### config.mk
export PLATFORM = sky130hd
export DESIGN_NAME = sad_frame_sequencer
export DESIGN_NICKNAME = d
export VERILOG_FILES = /design/src/rtl/sad_frame_sequencer.sv
export SDC_FILE = /design/constraint.sdc
export NUM_CORES = 1
export LEC_CHECK = 0
export ABC_CLOCK_PERIOD_IN_PS = 3900
export BUFFER_PORTS_ARGS = -buffer_cell sky130_fd_sc_hd__clkbuf_2
export CELL_PAD_IN_SITES_DETAIL_PLACEMENT = 1
export CELL_PAD_IN_SITES_GLOBAL_PLACEMENT = 2
export CORE_AREA = 5 5 519 521
export DETAILED_ROUTE_END_ITERATION = 10
export DIE_AREA = 0 0 524 526
export PLACE_DENSITY_LB_ADDON = 0.25
export SLEW_MARGIN = 20
export SYNTH_ARGS = -nofsm -noshare
export SYNTH_HDL_FRONTEND = slang
export SYNTH_SLANG_ARGS = --single-unit
### constraint.sdc
create_clock -name clk -period 3.9 [get_ports clk]
set_input_delay 0.78 -clock clk [delete_from_list [all_inputs] [get_ports clk]]
set_output_delay 0.78 -clock clk [all_outputs]
set_load 0.05 [all_outputs]
### src/rtl/sad_frame_sequencer.sv
// Frame sequencer for the SAD vertical processor: fetches image rows, streams the
// template row for each one bit-serially, then samples the processor's match status.
module sad_frame_sequencer #(
   parameter int unsigned IMG_W      = 640,
   parameter int unsigned IMG_H      = 480,
   parameter int unsigned TPL_W      = 40,
   parameter int unsigned TPL_H      = 40,
   parameter int unsigned SETTLE_CYC = 4,
   parameter int unsigned ROW_AW     = 10
) (
   input  logic              clk,
   input  logic              rst,
   input  logic              start,
   output logic              busy,
   output logic              done,
   output logic              img_req,
   output logic [ROW_AW-1:0] img_addr,
   input  logic              img_valid,
   input  logic [IMG_W-1:0]  img_data,
   output logic [10:0]       tpl_addr,
   input  logic              tpl_bit,
   output logic [IMG_W-1:0]  original,
   output logic              template,
   output logic              change_row,
   input  logic              sad_status,
   input  logic [9:0]        coordinate,
   output logic              res_valid,
   input  logic              res_ready,
   output logic [ROW_AW-1:0] res_row,
   output logic [9:0]        res_col
);

   localparam int unsigned TAW = 11;
   localparam int unsigned CW  = $clog2(TPL_W + 1);
   localparam int unsigned SW  = (SETTLE_CYC > 1) ? $clog2(SETTLE_CYC) : 1;
   localparam int unsigned TRW = (TPL_H > 1) ? $clog2(TPL_H) : 1;

   typedef enum logic [2:0] {
      S_IDLE,
      S_FETCH,
      S_WAIT,
      S_STREAM,
      S_SETTLE,
      S_CHECK,
      S_HOLD,
      S_NEXT
   } state_t;

   state_t state_q, state_d;

   logic [ROW_AW-1:0] row_q, row_d;
   logic [TRW-1:0]    tpl_row_q, tpl_row_d;
   logic [TAW-1:0]    tpl_base_q, tpl_base_d;
   logic [CW-1:0]     col_q, col_d;
   logic [SW-1:0]     settle_q, settle_d;

   logic              busy_d, done_d, img_req_d, template_d, change_row_d, res_valid_d;
   logic [ROW_AW-1:0] img_addr_d, res_row_d;
   logic [TAW-1:0]    tpl_addr_d;
   logic [IMG_W-1:0]  original_d;
   logic [9:0]        res_col_d;
   logic              last_row;

   assign last_row = (row_q == ROW_AW'(IMG_H - 1));

   // State and registered outputs
   always_ff @(posedge clk or negedge rst) begin
      if (!rst) begin
         state_q    <= S_IDLE;
         row_q      <= '0;
         tpl_row_q  <= '0;
         tpl_base_q <= '0;
         col_q      <= '0;
         settle_q   <= '0;
         busy       <= 1'b0;
         done       <= 1'b0;
         img_req    <= 1'b0;
         img_addr   <= '0;
         tpl_addr   <= '0;
         original   <= '0;
         template   <= 1'b0;
         change_row <= 1'b0;
         res_valid  <= 1'b0;
         res_row    <= '0;
         res_col    <= '0;
      end else begin
         state_q    <= state_d;
         row_q      <= row_d;
         tpl_row_q  <= tpl_row_d;
         tpl_base_q <= tpl_base_d;
         col_q      <= col_d;
         settle_q   <= settle_d;
         busy       <= busy_d;
         done       <= done_d;
         img_req    <= img_req_d;
         img_addr   <= img_addr_d;
         tpl_addr   <= tpl_addr_d;
         original   <= original_d;
         template   <= template_d;
         change_row <= change_row_d;
         res_valid  <= res_valid_d;
         res_row    <= res_row_d;
         res_col    <= res_col_d;
      end
   end

   // Next-state and next-output decode; pulses default low, everything else holds
   always_comb begin
      state_d      = state_q;
      row_d        = row_q;
      tpl_row_d    = tpl_row_q;
      tpl_base_d   = tpl_base_q;
      col_d        = col_q;
      settle_d     = settle_q;
      busy_d       = busy;
      done_d       = 1'b0;
      img_req_d    = img_req;
      img_addr_d   = img_addr;
      tpl_addr_d   = tpl_addr;
      original_d   = original;
      template_d   = 1'b0;
      change_row_d = 1'b0;
      res_valid_d  = res_valid;
      res_row_d    = res_row;
      res_col_d    = res_col;

      unique case (state_q)
         S_IDLE: begin
            if (start) begin
               state_d    = S_FETCH;
               row_d      = '0;
               tpl_row_d  = '0;
               tpl_base_d = '0;
               busy_d     = 1'b1;
               img_req_d  = 1'b1;
               img_addr_d = '0;
            end
         end
         S_FETCH: begin
            state_d = S_WAIT;
         end
         S_WAIT: begin
            if (img_valid) begin
               state_d      = S_STREAM;
               original_d   = img_data;
               img_req_d    = 1'b0;
               change_row_d = 1'b1;
               col_d        = '0;
               tpl_addr_d   = tpl_base_q;
            end
         end
         // ROM data for the address of this cycle is captured into template at the edge
         S_STREAM: begin
            if (col_q == CW'(TPL_W)) begin
               state_d  = S_SETTLE;
               settle_d = '0;
            end else begin
               template_d = tpl_bit;
               col_d      = col_q + CW'(1);
               if (col_q != CW'(TPL_W - 1)) begin
                  tpl_addr_d = tpl_addr + TAW'(1);
               end
            end
         end
         S_SETTLE: begin
            if (settle_q == SW'(SETTLE_CYC - 1)) begin
               state_d = S_CHECK;
            end else begin
               settle_d = settle_q + SW'(1);
            end
         end
         S_CHECK: begin
            if (sad_status) begin
               state_d     = S_HOLD;
               res_valid_d = 1'b1;
               res_row_d   = row_q;
               res_col_d   = coordinate;
            end else begin
               state_d = S_NEXT;
               done_d  = last_row;
            end
         end
         S_HOLD: begin
            if (res_ready) begin
               state_d     = S_NEXT;
               res_valid_d = 1'b0;
               done_d      = last_row;
            end
         end
         // done is already showing here, so a start in this cycle lands outside IDLE
         S_NEXT: begin
            if (last_row) begin
               state_d = S_IDLE;
               busy_d  = 1'b0;
            end else begin
               state_d    = S_FETCH;
               row_d      = row_q + ROW_AW'(1);
               img_req_d  = 1'b1;
               img_addr_d = row_q + ROW_AW'(1);
               if (tpl_row_q == TRW'(TPL_H - 1)) begin
                  tpl_row_d  = '0;
                  tpl_base_d = '0;
               end else begin
                  tpl_row_d  = tpl_row_q + TRW'(1);
                  tpl_base_d = tpl_base_q + TAW'(TPL_W);
               end
            end
         end
         default: begin
            state_d = S_IDLE;
         end
      endcase
   end

endmodule

======== Word level (Yosys, flattened, before mapping) ========
Index checks and enable logic that the tools add are counted.
W data, S select, Z words.
storage, ports and cells
  register bits after elaboration ......... 715
  input port bits ......................... 657
  output and inout port bits .............. 687
  word-level logic and storage cells ...... 106
cells by class
  add/subtract/negate cells ............... 6
  equality and inequality tests ........... 23
  mux-type cells .......................... 45
  reductions and logical operators ........ 16
operators by type and width
  operator                 number
  $mux W11                 6
  $pmux W11 S2             2
  $mux W6                  5
  $pmux W3 S8              1
  $pmux W6 S2              2
  $ne A2 B2 Y1 const B     11
  $mux W10                 2
  $pmux W10 S2             1
  $mux W3                  5
  $reduce_and A3 Y1        5
  $mux W1                  14
  $add A6 B1 Y6 const B    2
  $eq A3 B3 Y1 const B     4
  $eq A6 B6 Y1 const B     2
  $add A11 B1 Y11 const B  1
  $add A11 B6 Y11 const B  1
  $add A10 B1 Y10 const B  1
  $eq A10 B9 Y1 const B    1
  $reduce_and A4 Y1        2
  $reduce_bool A2 Y1       4
  $eq A3 B2 Y1 const B     2
  $ne A6 B6 Y1 const B     1
  $pmux W1 S2              3
  $reduce_and A5 Y1        1
  other kinds (9)          11

======== Logic depth before layout (Yosys ltp) ========
Gate-level depths: netlist of the first run.
  word-level depth ........................ 4
  gate-level depth with buffers ........... 9
  mapped depth without buffers ............ 6

======== Worst setup path before layout of the first run ========
No wires, ideal clock.
  path kind ............................... register -> register
  start ................................... reg row_q[0]
  end ..................................... reg row_q[8]
  setup time .............................. 67 ps
  arrival time ............................ 2091 ps
  required time ........................... 3833 ps
  path slack .............................. 1742 ps
  stages on the path, launching flop included .. 8
  path buffers ............................ 2
  clock period less this slack ............ 2158 ps
  path through ............................ dfrtp_1 -> ha_1 -> and2_4 -> buf_6 -> a41o_4 -> buf_6 -> or4_1 -> nand2_1
on the way
  word-level cells in the longest chain between the ends .. 3
  elaborated cells on any way between the ends .. 6
  classes of those cells .................. 1 x add/sub; 2 x eq/ne; 2 x mux; 1 x reduce/logical
RTL lines
  what                                               line     source
  start, declared                                    51       logic [ROW_AW-1:0] row_q, row_d;
  start signal, assigned                             88       row_q <= row_d;
  $add A10 B1 Y10 or $eq A10 B9 Y1 (tied branches)   197, 64
  $mux W10 or $ne A2 B2 Y1 (tied branches)           --
  $pmux W10 S2 or $reduce_and A3 Y1 (tied branches)  --
Several ways; a longest one is shown, not always the timed one. The select of a mux whose other input is x is not followed.
A chain may end at the register's enable or synchronous reset.

======== Worst setup path in the final report of the first run ========
  start ................................... reg state_q[0]
  end ..................................... reg original[329]
on the way
  word-level cells in the longest chain between the ends .. 2
RTL lines
  what                                line  source
  start, declared                     49    state_t state_q, state_d;
  start signal, assigned              87    state_q <= state_d;
  $eq A3 B2 Y1                        127   unique case (state_q)
  $reduce_and A2 Y1 (no source line)  --
  end signal, assigned                98    original <= original_d;
  end, declared                       22    output logic [IMG_W-1:0] original,
Every way passes these cells.

==> results of run 1 <==
-- power breakdown --
part	internal, mW	switching (mW)
clock	5.68	3.95
combinational	6.10	18.9
sequential	11.0	2.26
total	22.8	25.1
-- cell usage in the layout (no fill, tap or decap), types with 3 or more instances in the layout --
cell type / count
a22o_1: 10
buf_12: 19
nand3_1: 24
o32a_1: 3
bufinv_16: 5
clkbuf_1: 27
clkinvlp_4: 3
clkbuf_16: 102
inv_1: 15
nor2b_1: 5
clkinv_2: 9
dfrtp_1: 712
nand2b_1: 3
buf_4: 42
o211ai_1: 9
o221ai_1: 3
clkinv_4: 4
or4_1: 9
and3_1: 7
mux2i_1: 7
clkinv_16: 4
clkbuf_2: 1342
nor3_1: 10
a21oi_1: 13
nand3b_1: 4
nand2_1: 34
ha_1: 11
o22ai_1: 5
nand4_1: 6
mux2_2: 664
o21ai_0: 21
diode_2: 23
inv_6: 3
nor4_1: 7
nor2_1: 21
clkbuf_8: 27
-- per-layer routing --
| metal | part of all wire [%] | vias to the layer above |
|---|---|---|
| li1 | - | 9094 |
| met1 | 37 | 10800 |
| met2 | 50 | 1002 |
| met3 | 11 | 265 |
| met4 | 1.8 | 46 |
| met5 | 0.17 | - |
-- cell families (layout without fill, tap and decap cells) --
| kind of cell | Yosys count | in the layout | share of synthesized area, % |
|---|---|---|---|
| compound gates | 88 | 88 | 2.29 |
| xor+xnor | 1 | 1 | 0.0320 |
| fa+ha+maj | 11 | 11 | 0.503 |
| buf+inv | 103 | 1605 | 1.85 |
| flops | 712 | 712 | 65.1 |
| mux | 671 | 671 | 27.6 |
| other cells | 0 | 23 | 0 |
| simple gates | 141 | 141 | 2.65 |
-- through the flow --
step,worst slack (ps),power (mW)
global placement,1160,39.0
finish,1270,47.8
global route,1060,50.2
detailed placement,1160,39.0
floorplan,1740,30.0
CTS,1160,49.2
-- registers in the layout (all words and copies together), names as in the netlist, 2 cells and up --
name        count
state_q         3
settle_q        2
tpl_base_q      8
tpl_row_q       6
res_row        10
res_col        10
row_q          10
tpl_addr       11
original      640
col_q           6
-- worst min-delay path by stage --
stage / slack, ps / to / cells past startpoint
floorplan: 450 / col_q[5] / 1
global placement: 480 / col_q[5] / 1
detailed placement: 490 / col_q[5] / 1
CTS: 120 / original[139] / 2
global route: 180 / original[139] / 2
finish: 260 / original[139] / 2
-- cell type report --
type                            count  share of cell area, %
Antenna cell                       23                  0.136
Timing Repair Buffer             1405                   17.6
Inverter                           15                  0.133
Tap cell                         3533                   10.5
Multi-Input combinational cell    912                   21.4
Clock buffer                      156                   7.16
Sequential cell                   712                   42.1
Clock inverter                     29                  0.982
-- worst max-delay path: cells and delay by family (launching register included) --
kind	cells	cell delay, ps
buffers and inverters	3	670
AND/OR/NAND/NOR	1	570
flip-flops	1	410
multiplexers	1	390
adder cells (fa/ha/maj)	1	320
-- what timing repair did --
| action | CTS | global route |
|---|---|---|
| hold endpoints to repair | 23 | 0 |
| hold buffers | 1 | 0 |
| buffers inserted | 0 | 0 |
==> reports/metrics.csv, run 1 <==
stage,metric,value,unit
status,outcome,completed,
run,Max-cap violations,0,
floorplan,die width,524,um
logic_synthesis,#FFs+latches synth,712,
timing,slew margin rel.,52.2,%
final_layout,fillers,30300,
timing,Final Setup Violations,0,
clock_tree,number of CTS-inserted buffers,101,
global_routing,vias in the first global route,23200,
timing,Sum Neg Setup Slack,0,ps
floorplan,I/O Pins,1344,
clock_tree,H-tree Lvls,3,
logic_synthesis,syn_area_per_cell,15.8,um2
final_layout,"Area growth, synth to finish",54.5,%
final_layout,Seq. cell area,17800,um2
logic_synthesis,synth cell count leaders,"dfrtp_1 (712), mux2_2 (664), buf_2 (75)",
critical_path,critical path arrival,3210,ps
placement,RePlAce Congestion,0.812,
critical_path,Worst Setup End Kind,register,
global_routing,first-pass GRT wire length,224000,um
clock_tree,clock root buffer,clkbuf_16,
clock_tree,CTS tree,yes,
critical_path,worst path cell trace,"inv_1, ha_1, and3_4, buf_12, buf_12, mux2_2",
detailed_routing,"wirelength, routed",171000,um
timing,worst-margin pin slew,717,ps
final_layout,fin nets,3815,
worst_hold_path,HP Start,img_data[139],
detailed_routing,antenna violation net count after detailed routing,0,
critical_path,required time of the critical path,4480,ps
global_routing,largest net degree at the start of global routing,82,
critical_path,R2R Setup Slk,1270,ps
worst_hold_path,Hold Path Class,input port to register,
timing,RSZ-0062 raised after global routing,false,
logic_synthesis,share of the synthesized area in the top cell type,65.1,%
placement,HPWL Detailed,143000,um
detailed_routing,DR vias,21200,
critical_path,Setup crit end,original[329],
final_layout,fin cells,6785,
critical_path,CP most frequent cell,buf_12,
logic_synthesis,most numerous cell in the Yosys netlist,dfrtp_1,
clock_tree,Clock Latency Late Sink,730,ps
global_routing,total gr overflow,0,
clock_tree,PostCTS Resize Cnt,0,
timing,Max Slew Vio Count,0,
timing,fmax,381,MHz
clock_tree,CTS Buffer Depth,3,
critical_path,r2r endpoint,original[329],
timing,Layout Skew,37.9,ps
logic_synthesis,yosys warns,0,
logic_synthesis,post-synthesis net count,2395,
placement,IO Port Bufs,1343,
detailed_routing,drt drc,0,
floorplan,die area,276000,um2
global_routing,GR peak layer,met2,
logic_synthesis,top_reg_cell synth,dfrtp_1,
logic_synthesis,Syn Std Cell Area,27400,um2
power_and_ir_drop,PD cells,1130,nW/um2
floorplan,CORE AREA,264000,um2
logic_synthesis,synth top area cells,"dfrtp_1 (65%), mux2_2 (27%), buf_2 (1.4%), ha_1 (0.50%), nand2_1 (0.47%)",
logic_synthesis,Synth Instances,1727,
detailed_routing,vias per cell,3.13,
detailed_routing,drt wl/cell,25.2,um
global_routing,met3 GRT Util,5.12,%
critical_path,category of the most critical setup path,register to register,
critical_path,CP max stage delay,570,ps
logic_synthesis,post-synth cell types,52,
logic_synthesis,Post-synth ARST share,100,%
critical_path,Startpoint Class,register,
timing,Tcrit/Tclk final,67.3,%
floorplan,row count,189,
global_routing,initial antenna violation count,86,
placement,dpl cell area,38800,um2
clock_tree,Num Clock Sinks,712,
floorplan,starting density of the core,10.4,%
detailed_routing,DRT iter0 DRCs,772,
final_layout,share of layout cells above drive strength 1,69.2,%
final_layout,final instance area,42300,um2
logic_synthesis,sequential area share after synthesis,65.1,%
critical_path,reg2reg path depth,6,
logic_synthesis,number of synthesized flops with an enable pin,0,
global_routing,met2 usage,21.3,%
timing,hold_ws,263,ps
critical_path,CP max-delay cell,and3_4,
timing,Tmin final,2630,ps
floorplan,chip height,526,um
power_and_ir_drop,Worst VDD drop,0.000452,V
critical_path,crit-path max FO,64,
clock_tree,CTS clock-pin slew for the worst setup and hold paths,80,ps
logic_synthesis,Synth area leader,dfrtp_1,
placement,Cell Count Post-Placement,6576,
critical_path,Critical Path Source,state_q[0],
global_routing,GRT Total Usage,11.9,%
critical_path,r2r startpoint,state_q[0],
timing,Final Hold Vio Count,0,
final_layout,multi-input logic area,9050,um2
global_routing,met1 GRT Util,13.1,%
final_layout,Post-Route Utilization,16.0,%
power_and_ir_drop,static leakage,19.3,nW
detailed_routing,router iterations before antenna repair,4,
Note: power is estimated with default switching activity, not from simulation.
==> run 2: changes to the inputs <==
- ABC_CLOCK_PERIOD_IN_PS: 3900 -> 2450
- CORE_AREA: 5 5 519 521 -> 5 5 514 516
- DIE_AREA: 0 0 524 526 -> 0 0 519 521
- clock period: 3.9 -> 2.45 ns (I/O delays scaled with it)
==> reports/metrics.csv, run 2 (synthesis gave the netlist of run 1 again) <==
stage,metric,value,unit,change
status,outcome,completed,,unchanged
global_routing,GRT Total Usage,12.3,%,was 11.9%
power_and_ir_drop,sw power,40.6,mW,was 25.1 mW
power_and_ir_drop,Flop pwr share,27.3,%,was 27.6%
critical_path,R2R Setup Slk,260,ps,was 1270 ps
final_layout,biggest regs,"original x640, tpl_addr x11",,unchanged
clock_tree,clock root buffer,clkbuf_16,,unchanged
global_routing,total gr overflow,0,,unchanged
placement,RePlAce Congestion,0.808,,was 0.812
timing,Final Setup Violations,0,,unchanged
floorplan,chip height,521,um,was 526 um
final_layout,max FFs per register,640,,unchanged
timing,Tmin final,2190,ps,was 2630 ps
critical_path,category of the most critical setup path,register to register,,unchanged
clock_tree,CTS tree,yes,,unchanged
floorplan,starting density of the core,10.6,%,was 10.4%
placement,HPWL Detailed,142000,um,was 143000 um
timing,Final Hold Vio Count,0,,unchanged
final_layout,final instance area,48600,um2,was 42300 um2
detailed_routing,"wirelength, routed",172000,um,was 171000 um
critical_path,worst path cell trace,"inv_1, ha_1, and3_4, buf_12, buf_4, mux2_2",,"was inv_1, ha_1, and3_4, buf_12, buf_12, mux2_2"
power_and_ir_drop,PD cells,1590,nW/um2,was 1130 nW/um2
critical_path,r2r endpoint,original[636],,was original[329]
worst_hold_path,hold path endpoint,original[561],,was original[139]
clock_tree,Clock Latency Late Sink,720,ps,was 730 ps
critical_path,Worst Setup End Kind,register,,unchanged
timing,Layout Skew,52.9,ps,was 37.9 ps
critical_path,reg2reg path depth,6,,unchanged
clock_tree,CTS Buffer Depth,3,,unchanged
run,Max-cap violations,0,,unchanged
critical_path,WP buf/inv,3,,unchanged
timing,Tcrit/Tclk final,89.5,%,was 67.3%
detailed_routing,antenna violation net count after detailed routing,0,,unchanged
final_layout,"Area growth, synth to finish",77.5,%,was 54.5%
global_routing,largest net degree at the start of global routing,72,,was 82
detailed_routing,drt drc,0,,unchanged
power_and_ir_drop,Worst VDD drop,0.000667,V,was 0.000452 V
timing,fmax,456,MHz,was 381 MHz
critical_path,CP top delay family,buffers and inverters,,unchanged
timing,slew margin rel.,52.9,%,was 52.2%
global_routing,first-pass GRT wire length,235000,um,was 224000 um
clock_tree,hold buffers post-CTS,643,,was 1
clock_tree,H-tree Lvls,3,,unchanged
detailed_routing,drt wl/cell,23.6,um,was 25.2 um
global_routing,vias in the first global route,26300,,was 23200
critical_path,CP max-delay cell,dfrtp_1,,was and3_4
power_and_ir_drop,internal power,36.6,mW,was 22.8 mW
floorplan,die area,270000,um2,was 276000 um2
timing,worst-margin pin slew,704,ps,was 717 ps
clock_tree,Num Clock Sinks,712,,unchanged
timing,RSZ-0062 raised after global routing,false,,unchanged
detailed_routing,vias per cell,3.20,,was 3.13
final_layout,share of layout cells above drive strength 1,57.8,%,was 69.2%
worst_hold_path,cell count of the worst hold path,2,,unchanged
worst_hold_path,Hold Path Class,input port to register,,unchanged
placement,IO Port Bufs,1343,,unchanged
floorplan,row count,187,,was 189
final_layout,fillers,29500,,was 30300
global_routing,initial antenna violation count,42,,was 86
floorplan,die width,519,um,was 524 um
clock_tree,CTS clock-pin slew for the worst setup and hold paths,60,ps,was 80 ps
final_layout,most frequent cells in the layout,"clkbuf_2 (1342), dfrtp_1 (712), mux2_2 (664), dlygate4sd3_1 (643), clkbuf_16 (99)",,"was clkbuf_2 (1342), dfrtp_1 (712), mux2_2 (664), clkbuf_16 (102), buf_4 (42)"
clock_tree,# Post-CTS Setup Buffers,0,,unchanged
floorplan,I/O Pins,1344,,unchanged
placement,dpl cell area,38800,um2,about the same
timing,Sum Neg Setup Slack,0,ps,unchanged
final_layout,fin nets,4472,,was 3815
critical_path,CP max stage delay,420,ps,was 570 ps
final_layout,Top reg by flops,original,,unchanged
critical_path,Critical Path Source,state_q[0],,unchanged
timing,Max Slew Vio Count,0,,unchanged
critical_path,crit-path max FO,31,,was 64
critical_path,Startpoint Class,register,,unchanged
critical_path,required time of the critical path,3010,ps,was 4480 ps
detailed_routing,DR vias,23400,,was 21200
final_layout,"commonest non-fill, non-tap cell in the layout",clkbuf_2,,unchanged
clock_tree,PostCTS Resize Cnt,0,,unchanged
power_and_ir_drop,Comb power frac,53.6,%,was 52.2%
clock_tree,number of CTS-inserted buffers,99,,was 101
floorplan,CORE AREA,259000,um2,was 264000 um2
detailed_routing,DRT iter0 DRCs,765,,was 772
power_and_ir_drop,static leakage,22.0,nW,was 19.3 nW
power_and_ir_drop,sw frac,52.6,%,was 52.5%
detailed_routing,router iterations before antenna repair,4,,unchanged
power_and_ir_drop,Clk pwr share,19.1,%,was 20.1%
worst_hold_path,HP Start,img_data[561],,was img_data[139]
critical_path,critical path arrival,2760,ps,was 3210 ps
critical_path,r2r startpoint,state_q[0],,unchanged
## run 2: cell types whose count changed in the layout (fill, tap and decap cells not counted), moves of 2 or more
cell,delta
dlygate4sd3_1,+642
buf_4,+11
clkinv_2,+8
buf_12,+6
clkbuf_8,-4
diode_2,+4
clkbuf_16,-3
bufinv_16,-2
clkbuf_1,+2
clkinvlp_4,-2
## run 2: power groups by stage
stage	combinational [mW]	clock [mW]	sequential (mW)
final	41.4	14.7	21.1
after global routing	43.3	15.9	21.8
after CTS	42.6	15.5	21.2
after detailed placement	41.6	0	21.3
after global placement	41.5	0	21.2
after floorplan	7.79	0	40.0
## run 2: per-stage QoR
stage / setup slack (ps) / cells / total power, mW / hold slack [ps] / util (%)
after floorplan: 292 / 1727 / 47.8 / 194 / -
after global placement: 261 / 6462 / 62.7 / 467 / 15.0
after detailed placement: 258 / 6462 / 62.9 / 473 / 15.0
after CTS: 153 / 7288 / 79.3 / 1.63 / 18.8
after global routing: 148 / 7311 / 81.0 / 21.1 / 18.8
final: 257 / 7315 / 77.2 / 91.4 / 18.8
## run 2: layout make-up
| class | count | area (um2) | share of cell area, % |
|---|---|---|---|
| inverters | 15 | 56.3 | 0.116 |
| clock buffers | 151 | 2900 | 5.97 |
| repair buffers | 2064 | 14100 | 28.9 |
| well taps | 3402 | 4260 | 8.76 |
| clock inverters | 32 | 375 | 0.772 |
| multi-input cells | 912 | 9050 | 18.6 |
| flip-flops and latches | 712 | 17800 | 36.7 |
| diodes | 27 | 67.6 | 0.139 |
## run 2: how the worst max path moves through the flow
stage,to,slack [ps],depth (start not counted)
3_3_place_gp,original[126],260,7
4_1_cts,original[187],150,1
2_1_floorplan,row_q[8],290,7
6_report,original[636],260,6
5_1_grt,original[48],150,6
3_5_place_dp,original[164],260,6
## run 2: per-layer routing
layer	track usage, %	share of wire [%]	routed length [um]	vias up
met5	0	0.036	62	-
met4	2.68	2.2	3720	10
met3	4.30	8.2	14100	168
met2	21.0	49	83700	936
met1	15.0	41	70800	11900
li1	-	-	-	10400
